## config.mk

```make
export PLATFORM = sky130hd
export DESIGN_NAME = stone_renderer
export DESIGN_NICKNAME = d
export VERILOG_FILES = /design/src/rtl/stone_pkg.sv /design/src/rtl/sprite_scanner.sv /design/src/rtl/stone_renderer.sv
export SDC_FILE = /design/constraint.sdc
export NUM_CORES = 1
export LEC_CHECK = 0
export ABC_AREA = 1
export BUFFER_PORTS_ARGS = -buffer_cell sky130_fd_sc_hd__buf_2
export CAP_MARGIN = 20
export CORE_ASPECT_RATIO = 1.75
export CORE_MARGIN = 2
export CORE_UTILIZATION = 49
export CTS_CLUSTER_SIZE = 8
export DETAILED_ROUTE_END_ITERATION = 8
export PLACE_DENSITY_LB_ADDON = 0.08
export SYNTH_ARGS = -nofsm -noshare
export SYNTH_HDL_FRONTEND = slang
export SYNTH_HIERARCHICAL = 1
export SYNTH_SLANG_ARGS = --single-unit
```

## constraint.sdc

```tcl
create_clock -name clock -period 1.6 [get_ports clock]
set_input_delay 0.4 -clock clock [delete_from_list [all_inputs] [get_ports clock]]
set_output_delay 0.4 -clock clock [all_outputs]
set_load 0.005 [all_outputs]
```

## src/rtl/stone_pkg.sv

```systemverilog
// Shared definitions for the stone RAM readers: word field layout, item type
// codes, per-type colours, default screen size and the renderer state set.
package stone_pkg;

  localparam int X_MSB    = 31;
  localparam int X_LSB    = 23;
  localparam int Y_MSB    = 18;
  localparam int Y_LSB    = 11;
  localparam int TYPE_MSB = 3;
  localparam int TYPE_LSB = 2;
  localparam int VIS_BIT  = 1;
  localparam int MOV_BIT  = 0;

  localparam int SCREEN_W_DEF = 320;
  localparam int SCREEN_H_DEF = 240;

  typedef enum logic [1:0] {
    TYPE_STONE   = 2'b00,
    TYPE_GOLD    = 2'b01,
    TYPE_DIAMOND = 2'b10,
    TYPE_OTHER   = 2'b11
  } stone_type_e;

  localparam logic [2:0] COLOUR_STONE     = 3'b111;
  localparam logic [2:0] COLOUR_GOLD      = 3'b110;
  localparam logic [2:0] COLOUR_DIAMOND   = 3'b011;
  localparam logic [2:0] COLOUR_OTHER     = 3'b101;
  localparam logic [2:0] COLOUR_HIGHLIGHT = 3'b100;

  typedef enum logic [2:0] {
    S_IDLE,
    S_ADDR,
    S_WAIT,
    S_LATCH,
    S_DRAW,
    S_NEXT,
    S_FIN
  } render_state_e;

  // Maps an item type onto the RGB colour used to fill its square.
  function automatic logic [2:0] typeColour(input stone_type_e t);
    logic [2:0] c;
    case (t)
      TYPE_STONE:   c = COLOUR_STONE;
      TYPE_GOLD:    c = COLOUR_GOLD;
      TYPE_DIAMOND: c = COLOUR_DIAMOND;
      default:      c = COLOUR_OTHER;
    endcase
    return c;
  endfunction

endpackage

```

## src/rtl/sprite_scanner.sv

```systemverilog
// Square sprite pixel walker shared by the stone renderer and the rope drawer.
// Steps px fastest, then py, over a SIZE x SIZE square; o_last marks the
// final pixel so the owner can leave its draw state on that cycle.
module sprite_scanner #(
  parameter int SIZE = 16,
  parameter int CW   = (SIZE > 1) ? $clog2(SIZE) : 1
) (
  input  logic          clock,
  input  logic          resetn,
  input  logic          i_clear,
  input  logic          i_enable,
  output logic [CW-1:0] o_px,
  output logic [CW-1:0] o_py,
  output logic          o_last
);

  localparam logic [CW-1:0] MAX = CW'(SIZE - 1);

  logic [CW-1:0] r_px;
  logic [CW-1:0] r_py;

  // Raster counter: clear wins over enable; px wraps into a py step.
  always_ff @(posedge clock) begin
    if (!resetn) begin
      r_px <= '0;
      r_py <= '0;
    end else if (i_clear) begin
      r_px <= '0;
      r_py <= '0;
    end else if (i_enable) begin
      if (r_px == MAX) begin
        r_px <= '0;
        r_py <= (r_py == MAX) ? '0 : r_py + 1'b1;
      end else begin
        r_px <= r_px + 1'b1;
      end
    end
  end

  assign o_px   = r_px;
  assign o_py   = r_py;
  assign o_last = (r_px == MAX) && (r_py == MAX);

endmodule

```

## src/rtl/stone_renderer.sv

```systemverilog
// Stone renderer: on start, scans stone RAM entries 0..quantity-1 through the
// shared read port and paints every visible item as a filled square on the
// VGA adapter pixel interface, clipping pixels that fall off screen.
// Optional build macro MOVING_HIGHLIGHT_EN: moving items get a red outline.
module stone_renderer
  import stone_pkg::*;
#(
  parameter int SPRITE_SIZE = 16,
  parameter int RD_LATENCY  = 2,
  parameter int SCREEN_W    = SCREEN_W_DEF,
  parameter int SCREEN_H    = SCREEN_H_DEF
) (
  input  logic        clock,
  input  logic        resetn,
  input  logic        start,
  input  logic [3:0]  quantity,
  input  logic [31:0] data,
  output logic        draw_stone_flag,
  output logic [3:0]  draw_index,
  output logic [8:0]  x,
  output logic [7:0]  y,
  output logic [2:0]  colour,
  output logic        plot,
  output logic        done
);

  localparam int CW = (SPRITE_SIZE > 1) ? $clog2(SPRITE_SIZE) : 1;
  localparam int WW = (RD_LATENCY > 2) ? $clog2(RD_LATENCY - 1) : 1;

  render_state_e r_state;
  render_state_e w_nextState;

  logic [3:0]    r_qty;
  logic [3:0]    r_index;
  logic [WW-1:0] r_wait;
  logic [8:0]    r_xBase;
  logic [7:0]    r_yBase;
  stone_type_e   r_type;

  logic          r_flag;
  logic          r_done;
  logic          r_plot;
  logic [8:0]    r_x;
  logic [7:0]    r_y;
  logic [2:0]    r_colour;

  logic          w_scanClear;
  logic          w_scanEnable;
  logic [CW-1:0] w_px;
  logic [CW-1:0] w_py;
  logic          w_last;
  logic          w_lastItem;
  logic          w_waitDone;
  logic [9:0]    w_xSum;
  logic [9:0]    w_ySum;
  logic          w_inBounds;
  logic [2:0]    w_pixColour;
  logic          w_unusedData;

`ifdef MOVING_HIGHLIGHT_EN
  logic          r_moving;
  logic          w_border;
  assign w_unusedData = ^{data[22:19], data[10:4]};
`else
  assign w_unusedData = ^{data[22:19], data[10:4], data[MOV_BIT]};
`endif

  sprite_scanner #(
    .SIZE (SPRITE_SIZE),
    .CW   (CW)
  ) u_scanner (
    .clock    (clock),
    .resetn   (resetn),
    .i_clear  (w_scanClear),
    .i_enable (w_scanEnable),
    .o_px     (w_px),
    .o_py     (w_py),
    .o_last   (w_last)
  );

  assign w_lastItem = (r_index == r_qty - 4'd1);
  assign w_waitDone = (r_wait == WW'(RD_LATENCY - 2));

  // Screen coordinates are formed one bit wider than the port so that an
  // overflow past the right/bottom edge is still seen by the clip compare.
  assign w_xSum     = 10'(r_xBase) + 10'(w_px);
  assign w_ySum     = 10'(r_yBase) + 10'(w_py);
  assign w_inBounds = (w_xSum < 10'(SCREEN_W)) && (w_ySum < 10'(SCREEN_H));

`ifdef MOVING_HIGHLIGHT_EN
  assign w_border = (w_px == '0) || (w_py == '0) ||
                    (w_px == CW'(SPRITE_SIZE - 1)) || (w_py == CW'(SPRITE_SIZE - 1));
`endif

  // Pixel colour: type colour, overridden on the outline of moving items
  // when the highlight feature is built in.
  always_comb begin
    w_pixColour = typeColour(r_type);
`ifdef MOVING_HIGHLIGHT_EN
    if (r_moving && w_border) begin
      w_pixColour = COLOUR_HIGHLIGHT;
    end
`endif
  end

  // State register.
  always_ff @(posedge clock) begin
    if (!resetn) begin
      r_state <= S_IDLE;
    end else begin
      r_state <= w_nextState;
    end
  end

  // Next-state decode plus scanner control for the current state.
  always_comb begin
    w_nextState  = r_state;
    w_scanClear  = 1'b0;
    w_scanEnable = 1'b0;
    case (r_state)
      S_IDLE: begin
        if (start) begin
          w_nextState = (quantity == 4'd0) ? S_FIN : S_ADDR;
        end
      end
      S_ADDR: begin
        w_nextState = (RD_LATENCY > 1) ? S_WAIT : S_LATCH;
      end
      S_WAIT: begin
        if (w_waitDone) begin
          w_nextState = S_LATCH;
        end
      end
      S_LATCH: begin
        w_scanClear = 1'b1;
        w_nextState = data[VIS_BIT] ? S_DRAW : S_NEXT;
      end
      S_DRAW: begin
        w_scanEnable = 1'b1;
        if (w_last) begin
          w_nextState = S_NEXT;
        end
      end
      S_NEXT: begin
        w_nextState = w_lastItem ? S_FIN : S_ADDR;
      end
      S_FIN: begin
        w_nextState = S_IDLE;
      end
      default: begin
        w_nextState = S_IDLE;
      end
    endcase
  end

  // Scan bookkeeping: frame length, RAM index, read wait and item fields.
  always_ff @(posedge clock) begin
    if (!resetn) begin
      r_qty   <= '0;
      r_index <= '0;
      r_wait  <= '0;
      r_xBase <= '0;
      r_yBase <= '0;
      r_type  <= TYPE_STONE;
    end else begin
      case (r_state)
        S_IDLE: begin
          if (start) begin
            r_qty   <= quantity;
            r_index <= '0;
          end
        end
        S_ADDR: begin
          r_wait <= '0;
        end
        S_WAIT: begin
          r_wait <= r_wait + 1'b1;
        end
        S_LATCH: begin
          r_xBase <= data[X_MSB:X_LSB];
          r_yBase <= data[Y_MSB:Y_LSB];
          r_type  <= stone_type_e'(data[TYPE_MSB:TYPE_LSB]);
        end
        S_NEXT: begin
          if (!w_lastItem) begin
            r_index <= r_index + 4'd1;
          end
        end
        default: begin
        end
      endcase
    end
  end

`ifdef MOVING_HIGHLIGHT_EN
  // Moving bit is kept alongside the other item fields for the outline.
  always_ff @(posedge clock) begin
    if (!resetn) begin
      r_moving <= 1'b0;
    end else if (r_state == S_LATCH) begin
      r_moving <= data[MOV_BIT];
    end
  end
`endif

  // Registered outputs: flag and done follow the upcoming state so they line
  // up with it; the pixel bundle is captured together with its plot strobe.
  always_ff @(posedge clock) begin
    if (!resetn) begin
      r_flag   <= 1'b0;
      r_done   <= 1'b0;
      r_plot   <= 1'b0;
      r_x      <= '0;
      r_y      <= '0;
      r_colour <= '0;
    end else begin
      r_flag <= (w_nextState == S_ADDR)  || (w_nextState == S_WAIT) ||
                (w_nextState == S_LATCH) || (w_nextState == S_DRAW) ||
                (w_nextState == S_NEXT);
      r_done <= (w_nextState == S_FIN);
      r_plot <= (r_state == S_DRAW) && w_inBounds;
      if (r_state == S_DRAW) begin
        r_x      <= w_xSum[8:0];
        r_y      <= w_ySum[7:0];
        r_colour <= w_pixColour;
      end
    end
  end

  assign draw_stone_flag = r_flag;
  assign draw_index      = r_index;
  assign x               = r_x;
  assign y               = r_y;
  assign colour          = r_colour;
  assign plot            = r_plot;
  assign done            = r_done;

endmodule

```

---- Yosys cells after proc, flatten, opt, wreduce, memory -nomap -nowiden ----
Cells that the tools add are included.
Widths: inputs -> output; s select.
storage, ports and cells
  register bits after elaboration ......... 62
  word-level logic and storage cells ...... 75
  output and inout port bits .............. 27
  bits of input ports ..................... 39
cells by class
  equal/unequal tests ..................... 18
  add/sub/neg operators ................... 7
  muxes and demuxes ....................... 16
  order comparisons ....................... 2
  reductions and logical operators ........ 16
  bitwise operators ....................... 1
operators with widths
  kind                 count
  $pmux 3 s6           1
  $mux 4               4
  $eq 3x3->1 const B   5
  $mux 3               5
  $add 4x1->4 const B  3
  $eq 3x2->1 const B   4
  $add 9x4->10         1
  $lt 10x9->1 const B  1
  $add 8x4->9          1
  $lt 9x8->1 const B   1
  $pmux 3 s3           1
  $eq 4x4->1 const B   2
  $pmux 4 s2           1
  $eq 3x1->1 const B   2
  $eq 4x4->1           1
  $logic_not 4->1      1
  $logic_or 1x1->1     4
  $ne 2x2->1 const B   2
  $reduce_and 2->1     2
  $reduce_bool 2->1    2
  $sub 4x1->4 const B  1
  $logic_and 1x1->1    3
  $logic_not 3->1      1
  $mux 1               3
  8 further kinds      8

---- Logic depth before layout (Yosys ltp) ----
  depth after elaboration ................. 9
  gate-level depth with buffers ........... 13
  depth with buffers taken out ............ 13

---- Cells and area by module ----
Netlist, hierarchy kept.
modules (own cells, without submodules)
  module          cells an instance  instances  area each (sq um)  sequential area each (sq um)
  stone_renderer  366                1          2,677.6            1,081.0
  sprite_scanner  55                 1          395.4              160.2

---- Worst setup path before layout ----
OpenSTA, ideal clock, no wires.
  path kind ............................... register -> register
  from .................................... register u_scanner.r_py[0], in the netlist u_scanner/o_py[0]
  to ...................................... register r_plot, in the netlist plot
  library setup time ...................... 0.113 ns
  buffers on the path ..................... 0
  stages on the path, launching flop included .. 13
  slack ................................... -0.152 ns
  data arrival time ....................... 1.639 ns
  required time ........................... 1.487 ns
  path through ............................ dfxtp_1 > ha_1 > inv_1 > fa_1 > nand3b_1 > nand2_1 > nand2_1 > nor2_1 > nand3_1 > nand2_1 > nor2_1 > nand2_1 > nor2_1
between the ends
  word-level cells in the longest chain between the ends .. 4
ends and longest elaborated chain
  element                 line                   source
  from (decl)             sprite_scanner.sv:20   logic [CW-1:0] r_py;
  from (signal assigned)  sprite_scanner.sv:33   r_py <= (r_py == MAX) ? '0 : r_py + 1'b1;
  $add 8x4->9             stone_renderer.sv:87   assign w_ySum = 10'(r_yBase) + 10'(w_py);
  $lt 9x8->1              stone_renderer.sv:88   assign w_inBounds = (w_xSum < 10'(SCREEN_W)) && (w_ySum < 10'(SCREEN_H));
  $logic_and 1x1->1       stone_renderer.sv:88
  $logic_and 1x1->1       stone_renderer.sv:221  r_plot <= (r_state == S_DRAW) && w_inBounds;
  to (signal assigned)    stone_renderer.sv:221
  to (decl)               stone_renderer.sv:42   logic r_plot;
No other way between the ends.
A chain may end at the register's enable or synchronous reset.

---- Worst setup path in the final report ----
  from .................................... register u_scanner.r_px[0], in the netlist u_scanner/o_px[0]
  to ...................................... register r_plot, in the netlist plot
between the ends
  word-level cells in the longest chain between the ends .. 4
ends and longest elaborated chain
  element                 line                   source
  from (decl)             sprite_scanner.sv:19   logic [CW-1:0] r_px;
  from (signal assigned)  sprite_scanner.sv:35   r_px <= r_px + 1'b1;
  $add 9x4->10            stone_renderer.sv:86   assign w_xSum = 10'(r_xBase) + 10'(w_px);
  $lt 10x9->1             stone_renderer.sv:88
  $logic_and 1x1->1       stone_renderer.sv:88
  $logic_and 1x1->1       stone_renderer.sv:221
No other way between the ends.

==> results.py <==
metrics = {
    "placed_design": {
        "gp_congestion": 0.852,
        "placed_cell_area_mm2": 0.00366,
        "port_buffers": 53,
        "hpwl_um": 5560,
        "dp_slack_ps": -139,
    },
    "drt": {
        "ant_nets": 0,
        "via_per_inst": 4.95,
        "routedWlPerCell_um": 12.7,
        "drtIter0Drc": 63,
        "vias": 2955,
        "drt_wl_total_um": 7570,
        "first_pass_iters": 4,
        "drc": 0,
    },
    "worst_setup_path": {
        "worstPathRequired_ps": 1840,
        "critPathKind": "flop to flop",
        "path_cells": "ha_4 -> inv_2 -> fa_2 -> o21ai_4 -> nand3_2 -> xor2_2 -> nand2_1 -> nand2_1 -> nor2_1",
        "cpLargestDelayFamily": "adder cells",
        "crit_buf_inv": 1,
        "crit_path_end_kind": "flop",
        "cp_max_fo": 4,
        "slowest_stage": "fa_2",
        "reg2reg_from": "u_scanner/o_px[0]$_SDFFE_PP0P_",
        "r2r-end": "plot$_SDFF_PN0_",
        "slowest_delay_ps": 360,
        "cp_common_cell": "nand2_1",
        "crit_arrival_ps": 1910,
        "r2r_slack_ps": -70,
        "cp-start-kind": "flop",
        "r2r_cells": 9,
    },
    "power": {
        "switching_share_pct": 25.7,
        "power_frac_seq_pct": 41.7,
        "power_density_mw_per_mm2": 1010,
        "p_switching_uw": 1070,
        "p_leak_uw": 0.00191,
        "power.share.clock_pct": 41.2,
        "ir_worst_vdd_v": 0.00122,
        "p_int_uw": 3080,
        "pwr-share-comb_pct": 17.0,
    },
    "clock_network": {
        "clkSlewWorstSetupHoldPaths_ps": 60,
        "htree_levels": 3,
        "clkLatencyLatePin_ps": 340,
        "clockBufferDepth": 2,
        "clock_sinks": 62,
        "cts-root-buf": "clkbuf_8",
        "cts_hold_buf": 0,
        "cts_tree": "done",
        "cts_made_buffers": 9,
    },
    "yosys": {
        "ys_seq_area_share_pct": 40.4,
        "synth_nets": 474,
        "ys_types": 35,
        "ys_ff_latch": 62,
        "syn_inst": 421,
        "syn-cell-area_mm2": 0.00307,
        "ys_warn_count": 6,
        "synth_top_area_share_pct": 40.4,
        "yosys.area.top_type": "dfxtp_1",
        "synth.avg_cell_area_um2": 7.30,
        "netlist_top_cells_area": "dfxtp_1 (40%), nand2_1 (8.6%), nor2_1 (7.3%)",
    },
    "cells_and_area": {
        "fillers": 560,
        "final_util_pct": 67.1,
        "synthToLayoutAreaGrowth_pct": 33.9,
        "drive_gt1_share_pct": 32.1,
        "layout_commonest_cell": "nand2_1",
        "layout_common_cells": "nand2_1 (65), nor2_1 (58), dfxtp_1 (56), buf_2 (53)",
        "n_antenna_cell": 0,
        "finalNetCount": 565,
        "final_area_mm2": 0.00412,
    },
    "sta": {
        "hold_ws_ps": 313,
        "period_needed_ps": 1670,
        "finalCritPeriodShare_pct": 104,
        "finClkSkew_ps": 10.4,
        "worst_pin_slew_ps": 294,
        "fin_ws_ps": -71.3,
        "finalHoldViolCount": 0,
        "slew_violations": 0,
        "clock.fmax_mhz": 598,
        "rsz0062_at_grt": "yes",
        "maxSlewHeadroom_pct": 80.4,
        "setup-violations-final": 4,
    },
    "global_route": {
        "grt_pass1_wl_um": 12200,
        "grt-ovfl-total": 0,
        "grt_usage_pct": 22.8,
        "antenna_found_initial": 0,
        "grt_max_degree": 32,
        "grt_pass1_vias": 2791,
    },
    "hold_path": {
        "holdPathEnd": "r_xBase[3]$_SDFFE_PN0P_",
        "min-delay-start": "data[26]",
        "hp-class": "input pin to flop",
        "whs_path_depth": 3,
    },
    "die": {
        "core_mm2": 0.00613,
        "die_area_mm2": 0.00695,
        "start_util_pct": 50.1,
        "row_count": 38,
        "die_w_um": 63.9,
        "io_pins": 66,
        "die_h_um": 109,
    },
    "outcome": {
        "status": "complete, but fails checks",
        "violations": "setup timing",
    },
    "job": {
        "maxCapViolCount": 0,
    },
}
[synthesized netlist by cell type]
master,instances
o21ai_2,1
nand3b_1,1
nand4_1,4
o21a_1,1
nor3_1,1
nand3_2,2
ha_1,12
nand2_1,70
nor2_4,2
nor2_1,60
xnor2_1,3
nor2_2,5
fa_1,2
a22oi_1,1
dfxtp_1,62
inv_2,10
nor3b_1,1
clkbuf_1,5
a31oi_1,3
o21ai_1,5
xor2_1,10
buf_4,1
buf_2,6
a21oi_1,34
nand3_1,24
inv_1,38
nand2_4,2
o211ai_1,4
a21boi_0,1
a21oi_2,2
o21ai_0,41
clkinv_1,2
nand2_2,3
or2_1,1
buf_6,1
[through the flow]
| stage | TNS [ps] | instances | total power, uW |
|---|---|---|---|
| detailed placement | -357 | 574 | 2400 |
| global route | -938 | 597 | 4350 |
| floorplan | -51.5 | 421 | 2170 |
| global placement | -239 | 574 | 2390 |
| finish | -235 | 597 | 4140 |
| CTS | -244 | 593 | 4150 |
[flip-flops by register name (all words and copies together) (netlist names)]
name,cells
draw_stone_flag,1
colour,3
r_xBase,9
draw_index,4
plot,1
x,9
r_qty,4
y,8
r_wait,1
r_type,2
u_scanner/o_py,4
r_yBase,8
r_state,3
done,1
u_scanner/o_px,4
[how the worst max path moves through the flow]
stage / slack [ps] / end / start / cells past startpoint
after global routing: -200 / plot$_SDFF_PN0_ / r_yBase[0]$_SDFFE_PN0P_ / 12
final: -70 / plot$_SDFF_PN0_ / u_scanner/o_px[0]$_SDFFE_PP0P_ / 9
after global placement: -120 / plot$_SDFF_PN0_ / r_xBase[0]$_SDFFE_PN0P_ / 9
after floorplan: -40 / plot$_SDFF_PN0_ / u_scanner/o_py[0]$_SDFFE_PP0P_ / 12
after detailed placement: -140 / plot$_SDFF_PN0_ / r_xBase[0]$_SDFFE_PN0P_ / 9
after CTS: -100 / plot$_SDFF_PN0_ / u_scanner/o_px[0]$_SDFFE_PP0P_ / 9
[cell type report]
cell class / instances / area [um^2] / area share, %
Clock buffer: 13 / 159 / 3.86
Sequential cell: 62 / 1250 / 30.3
Inverter: 50 / 190 / 4.62
Tap cell: 80 / 100 / 2.43
Clock inverter: 3 / 90.1 / 2.19
Timing Repair Buffer: 93 / 582 / 14.1
Multi-Input combinational cell: 296 / 1750 / 42.4
[routing by layer]
metal	GRT usage [%]	up-vias	wire length, um
met2	44.0	62	4270
met1	23.0	1336	2900
li1	-	1547	-
met4	10.1	0	142
met3	4.75	10	257
met5	0	-	0
[worst register-to-register path, cell delays in order (launching register included)]
cell	delay (ps)
dfxtp_2	350
ha_4	140
inv_2	40
fa_2	360
o21ai_4	180
nand3_2	120
xor2_2	180
nand2_1	90
nand2_1	70
nor2_1	40
[repair_timing]
| action | in CTS | in global routing |
|---|---|---|
| pin swaps | 17 | 15 |
| resized for setup | 12 | 26 |
| buffers inserted | 3 | 4 |
| setup endpoints to repair | 9 | 14 |
[cell families (layout without fill, tap and decap cells)]
kind of cell | after synthesis | in the layout | share of synthesized area [%]
AO/OA/AOI/OAI | 93 | 93 | 16.2
XOR/XNOR | 13 | 13 | 3.71
adder cells (fa/ha/maj) | 14 | 14 | 6.19
buffers and inverters | 63 | 159 | 8.31
flip-flops | 62 | 62 | 40.4
AND/OR/NAND/NOR | 176 | 176 | 25.2
[power by group through the flow]
stage / Sequential [uW] / Clock (uW) / Combinational (uW)
floorplan: 1750 / 0 / 418
global placement: 1760 / 0 / 633
detailed placement: 1760 / 0 / 644
CTS: 1730 / 1750 / 669
global route: 1740 / 1810 / 798
finish: 1730 / 1710 / 706
No activity file was read; power rests on OpenSTA's default activity.
